## src/rtl/sub_32bit_serial.sv

```systemverilog
// Bit-serial unsigned subtractor: diff = a - b, one SLICE-bit slice per cycle, LSB slice first.
// Optional signed-overflow output enabled by defining SUB_OVF_EN.
module sub_32bit_serial #(
  parameter int unsigned WIDTH = 32,
  parameter int unsigned SLICE = 8
) (
  input  logic             clk,
  input  logic             rst_n,
  input  logic             in_valid,
  output logic             in_ready,
  input  logic [WIDTH-1:0] a,
  input  logic [WIDTH-1:0] b,
  output logic             out_valid,
  input  logic             out_ready,
  output logic [WIDTH-1:0] diff,
  output logic             borrow_out
`ifdef SUB_OVF_EN
  ,
  output logic             overflow
`endif
);

  localparam int unsigned N  = WIDTH / SLICE;
  localparam int unsigned CW = (N > 1) ? $clog2(N) : 1;

  generate
    if ((WIDTH % SLICE) != 0 || SLICE == 0) begin : g_bad_slice
      $error("sub_32bit_serial: WIDTH must be an integer multiple of SLICE");
    end
  endgenerate

  typedef enum logic [1:0] {IDLE, RUN, DONE} state_t;

  state_t           state_q, state_d;
  logic [CW-1:0]    cnt_q, cnt_d;
  logic             brw_q, brw_d;
  logic [WIDTH-1:0] a_q, a_d, b_q, b_d;
  logic [WIDTH-1:0] diff_d;
  logic             in_ready_d, out_valid_d, borrow_out_d;
  logic [SLICE-1:0] a_sl, b_sl;
  logic [SLICE:0]   sub;
`ifdef SUB_OVF_EN
  logic             overflow_d;
`endif

  // Single narrow subtract cell shared by all slices; MSB of the result is the slice borrow.
  assign a_sl = a_q[int'(cnt_q)*SLICE +: SLICE];
  assign b_sl = b_q[int'(cnt_q)*SLICE +: SLICE];
  assign sub  = {1'b0, a_sl} - {1'b0, b_sl} - (SLICE+1)'(brw_q);

  always_ff @(posedge clk) begin
    if (!rst_n) begin
      state_q    <= IDLE;
      cnt_q      <= '0;
      brw_q      <= 1'b0;
      a_q        <= '0;
      b_q        <= '0;
      in_ready   <= 1'b1;
      out_valid  <= 1'b0;
      diff       <= '0;
      borrow_out <= 1'b0;
`ifdef SUB_OVF_EN
      overflow   <= 1'b0;
`endif
    end else begin
      state_q    <= state_d;
      cnt_q      <= cnt_d;
      brw_q      <= brw_d;
      a_q        <= a_d;
      b_q        <= b_d;
      in_ready   <= in_ready_d;
      out_valid  <= out_valid_d;
      diff       <= diff_d;
      borrow_out <= borrow_out_d;
`ifdef SUB_OVF_EN
      overflow   <= overflow_d;
`endif
    end
  end

  always_comb begin
    state_d      = state_q;
    cnt_d        = cnt_q;
    brw_d        = brw_q;
    a_d          = a_q;
    b_d          = b_q;
    in_ready_d   = in_ready;
    out_valid_d  = out_valid;
    diff_d       = diff;
    borrow_out_d = borrow_out;
`ifdef SUB_OVF_EN
    overflow_d   = overflow;
`endif
    case (state_q)
      IDLE: begin
        if (in_valid) begin
          a_d        = a;
          b_d        = b;
          diff_d     = '0;
          brw_d      = 1'b0;
          cnt_d      = '0;
          in_ready_d = 1'b0;
          state_d    = RUN;
        end
      end
      RUN: begin
        diff_d[int'(cnt_q)*SLICE +: SLICE] = sub[SLICE-1:0];
        brw_d = sub[SLICE];
        cnt_d = CW'(cnt_q + CW'(1));
        if (cnt_q == CW'(N - 1)) begin
          cnt_d        = '0;
          borrow_out_d = sub[SLICE];
          out_valid_d  = 1'b1;
`ifdef SUB_OVF_EN
          // Top slice holds the sign bits of both operands and of the result.
          overflow_d   = (a_q[WIDTH-1] != b_q[WIDTH-1]) & (sub[SLICE-1] != a_q[WIDTH-1]);
`endif
          state_d      = DONE;
        end
      end
      DONE: begin
        if (out_ready) begin
          out_valid_d = 1'b0;
          in_ready_d  = 1'b1;
          state_d     = IDLE;
        end
      end
      default: begin
        state_d     = IDLE;
        in_ready_d  = 1'b1;
        out_valid_d = 1'b0;
      end
    endcase
  end

endmodule
```

## config.mk

```make
export PLATFORM = sky130hd
export DESIGN_NAME = sub_32bit_serial
export DESIGN_NICKNAME = d
export VERILOG_FILES = /design/src/rtl/sub_32bit_serial.sv
export SDC_FILE = /design/constraint.sdc
export NUM_CORES = 1
export LEC_CHECK = 0
export CAP_MARGIN = 30
export CORE_ASPECT_RATIO = 1.4
export CORE_MARGIN = 4
export CORE_UTILIZATION = 54
export DETAILED_ROUTE_END_ITERATION = 12
export PLACE_DENSITY_LB_ADDON = 0.1
export SLEW_MARGIN = 20
export SYNTH_ARGS = -nofsm -noshare
export SYNTH_HDL_FRONTEND = slang
export SYNTH_SLANG_ARGS = --single-unit
export TNS_END_PERCENT = 10
```

## constraint.sdc

```tcl
create_clock -name clk -period 9.6 [get_ports clk]
set_input_delay 1.44 -clock clk [delete_from_list [all_inputs] [get_ports clk]]
set_output_delay 1.44 -clock clk [all_outputs]
set_load 0.05 [all_outputs]
```

==> flow_metrics.py <==
metrics = {
    "critical_path": {
        "path_cells": "buf_4, mux4_2, fa_1, fa_1, nand2b_1, a2111oi_4, o31ai_1, or4_1, nand3_1",
        "path_delay_family": "adder cells",
        "crit_top_cell": "fa_1",
        "reg2regPathDepth": 9,
        "cp_max_fo": 12,
        "crit_path_top_delay_cell": "dfxtp_1",
        "critPathMaxStageDelay_ns": 0.68,
        "end_kind": "flip-flop",
        "critPathRequiredTime_ns": 9.88,
        "critPathBufInv": 1,
        "r2r_slack_ns": 5.67,
        "critical_path_arrival_ns": 4.21,
        "path_class": "reg -> reg",
        "worstSetupStartpointType": "flip-flop",
        "r2r_end": "brw_q",
        "timing.rr.start": "cnt_q[0]",
    },
    "global_route": {
        "grt_max_degree": 68,
        "grtUsageTotal_pct": 23.0,
        "grt_overflow": 0,
        "antenna_found_initial": 0,
        "grt_pass1_vias": 3855,
        "grt_pass1_wl_um": 18200,
    },
    "cells_and_area": {
        "fin_util_pct": 72.4,
        "final_cells": 724,
        "area_growth_pct": 29.6,
        "layout_common_cells": "142 x nand2_1, 104 x dfxtp_1, 102 x clkdlybuf4s50_1, 76 x a21oi_1, 27 x inv_1",
        "diodes": 0,
        "final_nets": 703,
        "final_common_cell": "nand2_1",
        "nFillCells": 674,
        "drive_above_1_share_pct": 7.23,
    },
    "route": {
        "drtIter0Drc": 208,
        "num_vias": 3978,
        "dr.pass1.iters": 5,
        "wirelength_um": 11300,
        "vias_per_cell": 5.49,
        "ant_nets": 0,
        "wire_per_inst_um": 15.7,
        "drc": 0,
    },
    "timing": {
        "maxSlewViolCount": 0,
        "fin_crit_sh_pct": 40.9,
        "max_freq_mhz": 255,
        "setup_viol": 0,
        "worst_slew_pin_slew_ns": 0.894,
        "rsz0062_at_grt": "no",
        "hold_viol": 0,
        "hold-worst-slack_ns": 0.453,
        "slew_headroom_pct": 40.3,
        "min_period_ns": 3.93,
        "fin_skew_ns": 0.00676,
        "fin_setup_tns_ns": 0,
    },
    "pwr": {
        "internal-power_uw": 759,
        "p_leak_uw": 0.00224,
        "clkPwrFrac_pct": 34.2,
        "seqPwrFrac_pct": 44.1,
        "power_uw": 1060,
        "ir_drop_uv": 120,
        "power_frac_comb_pct": 21.6,
        "p_sw_uw": 298,
        "p_per_area_nw_per_um2": 177,
        "sw_frac_of_total_pct": 28.2,
    },
    "clocking": {
        "clock-sinks": 104,
        "post-cts-setup-buffer-count": 0,
        "cts_resized": 0,
        "clkTransAtPathRegs_ns": 0.07,
        "ctsHoldBuffers": 0,
        "clkLatencyLatePin_ns": 0.34,
        "htree_levels": 3,
        "clockBufferDepth": 2,
        "cts_tree": "built",
        "cts_made_buffers": 9,
        "clock-root-buffer": "clkbuf_16",
    },
    "logic_synthesis": {
        "netlist_area_um2": 4610,
        "syn_area_per_cell_um2": 8.62,
        "synth_ff_type": "dfxtp_1",
        "seq_area_frac_synth_pct": 45.2,
        "synth_edf_count": 0,
        "syn_nets": 620,
        "synthTopCellsByArea": "dfxtp_1 45%, nand2_1 12%, a21oi_1 8.3%",
        "yosysUniqueCellTypes": 41,
        "async_flop_share_pct": 0,
        "yosysTopAreaCellShare_pct": 45.2,
        "ys_seq_elements": 104,
        "ys_warn_count": 0,
        "syn_inst": 534,
        "synth_largest_area_cell": "dfxtp_1",
    },
    "place": {
        "place_congestion": 0.871,
        "post-dp-hpwl_um": 8160,
        "dp.cells": 708,
        "io_buffers": 102,
    },
    "min_path": {
        "worstHoldStart": "a_q[26]",
        "hold-path-endpoint": "a_q[26]",
        "hold_depth": 2,
        "hold_path_class": "reg -> reg",
    },
    "die": {
        "rows": 39,
        "die_width_um": 86.1,
        "start_util_pct": 55.8,
        "ios": 103,
        "core_area_um2": 8250,
        "die_height_um": 117,
        "fp.dieArea_um2": 10100,
    },
    "outcome": {
        "status": "finished clean",
    },
    "run": {
        "max_cap_viol_count": 0,
    },
}
state kept, by name (all words and copies together), names as in the netlist:
name and cells:
a_q 32, b_q 32, borrow_out 1, brw_q 1, cnt_q 2, diff 32
in_ready 1, out_valid 1, state_q 2
worst max path at each step:
stage | endpoint | startpoint | cells after the start | slack [ns]
floorplan | brw_q | cnt_q[0] | 10 | 5.93
CTS | brw_q | cnt_q[0] | 9 | 5.65
global route | brw_q | cnt_q[0] | 9 | 5.43
global placement | diff[7] | rst_n | 6 | 5.71
finish | brw_q | cnt_q[0] | 9 | 5.67
detailed placement | diff[15] | rst_n | 6 | 5.66
worst reg2reg max path, stage by stage, from the launching register on:
cell	delay, ns
dfxtp_1	0.68
buf_4	0.37
mux4_2	0.56
fa_1	0.45
fa_1	0.44
nand2b_1	0.21
a2111oi_4	0.42
o31ai_1	0.20
or4_1	0.44
nand3_1	0.11
area by class of cell:
| type | count | area, um^2 | area share, % |
|---|---|---|---|
| clock buffer | 14 | 294 | 4.93 |
| clock inverter | 2 | 10.0 | 0.168 |
| inverter | 28 | 105 | 1.76 |
| multi-input combinational | 368 | 2290 | 38.3 |
| sequential | 104 | 2080 | 34.9 |
| tap | 102 | 128 | 2.14 |
| timing repair buffer | 106 | 1060 | 17.8 |
metal layers:
layer	share of wire (%)	vias up	global-route usage, %
met2	50	132	39.8
met5	0	-	0
met3	5.2	41	3.57
met1	39	1824	26.3
met4	5.2	0	15.1
li1	-	1981	-
power by group through the flow:
stage	sequential [uW]	combinational, uW	clock (uW)
final	467	229	362
after global routing	469	250	387
after CTS	467	228	367
after detailed placement	476	226	0
after global placement	475	219	0
after floorplan	482	141	0
cells by family (layout without fill, tap and decap cells):
| kind of cell | count (synthesis) | after routing | synth area share [%] |
|---|---|---|---|
| simple gates | 200 | 200 | 18.3 |
| compound gates | 130 | 130 | 17.4 |
| flops | 104 | 104 | 45.2 |
| buf+inv | 62 | 150 | 5.32 |
| fa+ha+maj | 18 | 18 | 5.22 |
| mux | 16 | 16 | 7.82 |
| xor+xnor | 4 | 4 | 0.761 |
synthesized netlist by cell type (2+ instances only):
| library cell | n |
|---|---|
| o211ai_2 | 2 |
| nand2b_1 | 5 |
| xor2_1 | 2 |
| inv_1 | 28 |
| mux4_2 | 16 |
| nand3_1 | 8 |
| a22oi_1 | 20 |
| o21a_1 | 3 |
| nand2_1 | 142 |
| nor2_1 | 27 |
| a32o_1 | 4 |
| a31oi_1 | 2 |
| o21ai_0 | 7 |
| a21o_1 | 6 |
| and3_1 | 3 |
| dfxtp_1 | 104 |
| a21oi_1 | 76 |
| buf_2 | 9 |
| nand4_1 | 3 |
| fa_1 | 2 |
| ha_1 | 16 |
| xnor2_1 | 2 |
| clkbuf_1 | 23 |
| nor3_1 | 3 |
| o21ai_1 | 4 |
| nor2b_1 | 2 |
through the flow:
stage / setup slack (ns) / cell area, um^2
after global placement: 5.71 / 5640
final: 5.67 / 5970
after global routing: 5.43 / 5970
after floorplan: 5.93 / 4610
after detailed placement: 5.66 / 5660
after CTS: 5.65 / 5970
No activity file was read; power rests on OpenSTA's default activity.
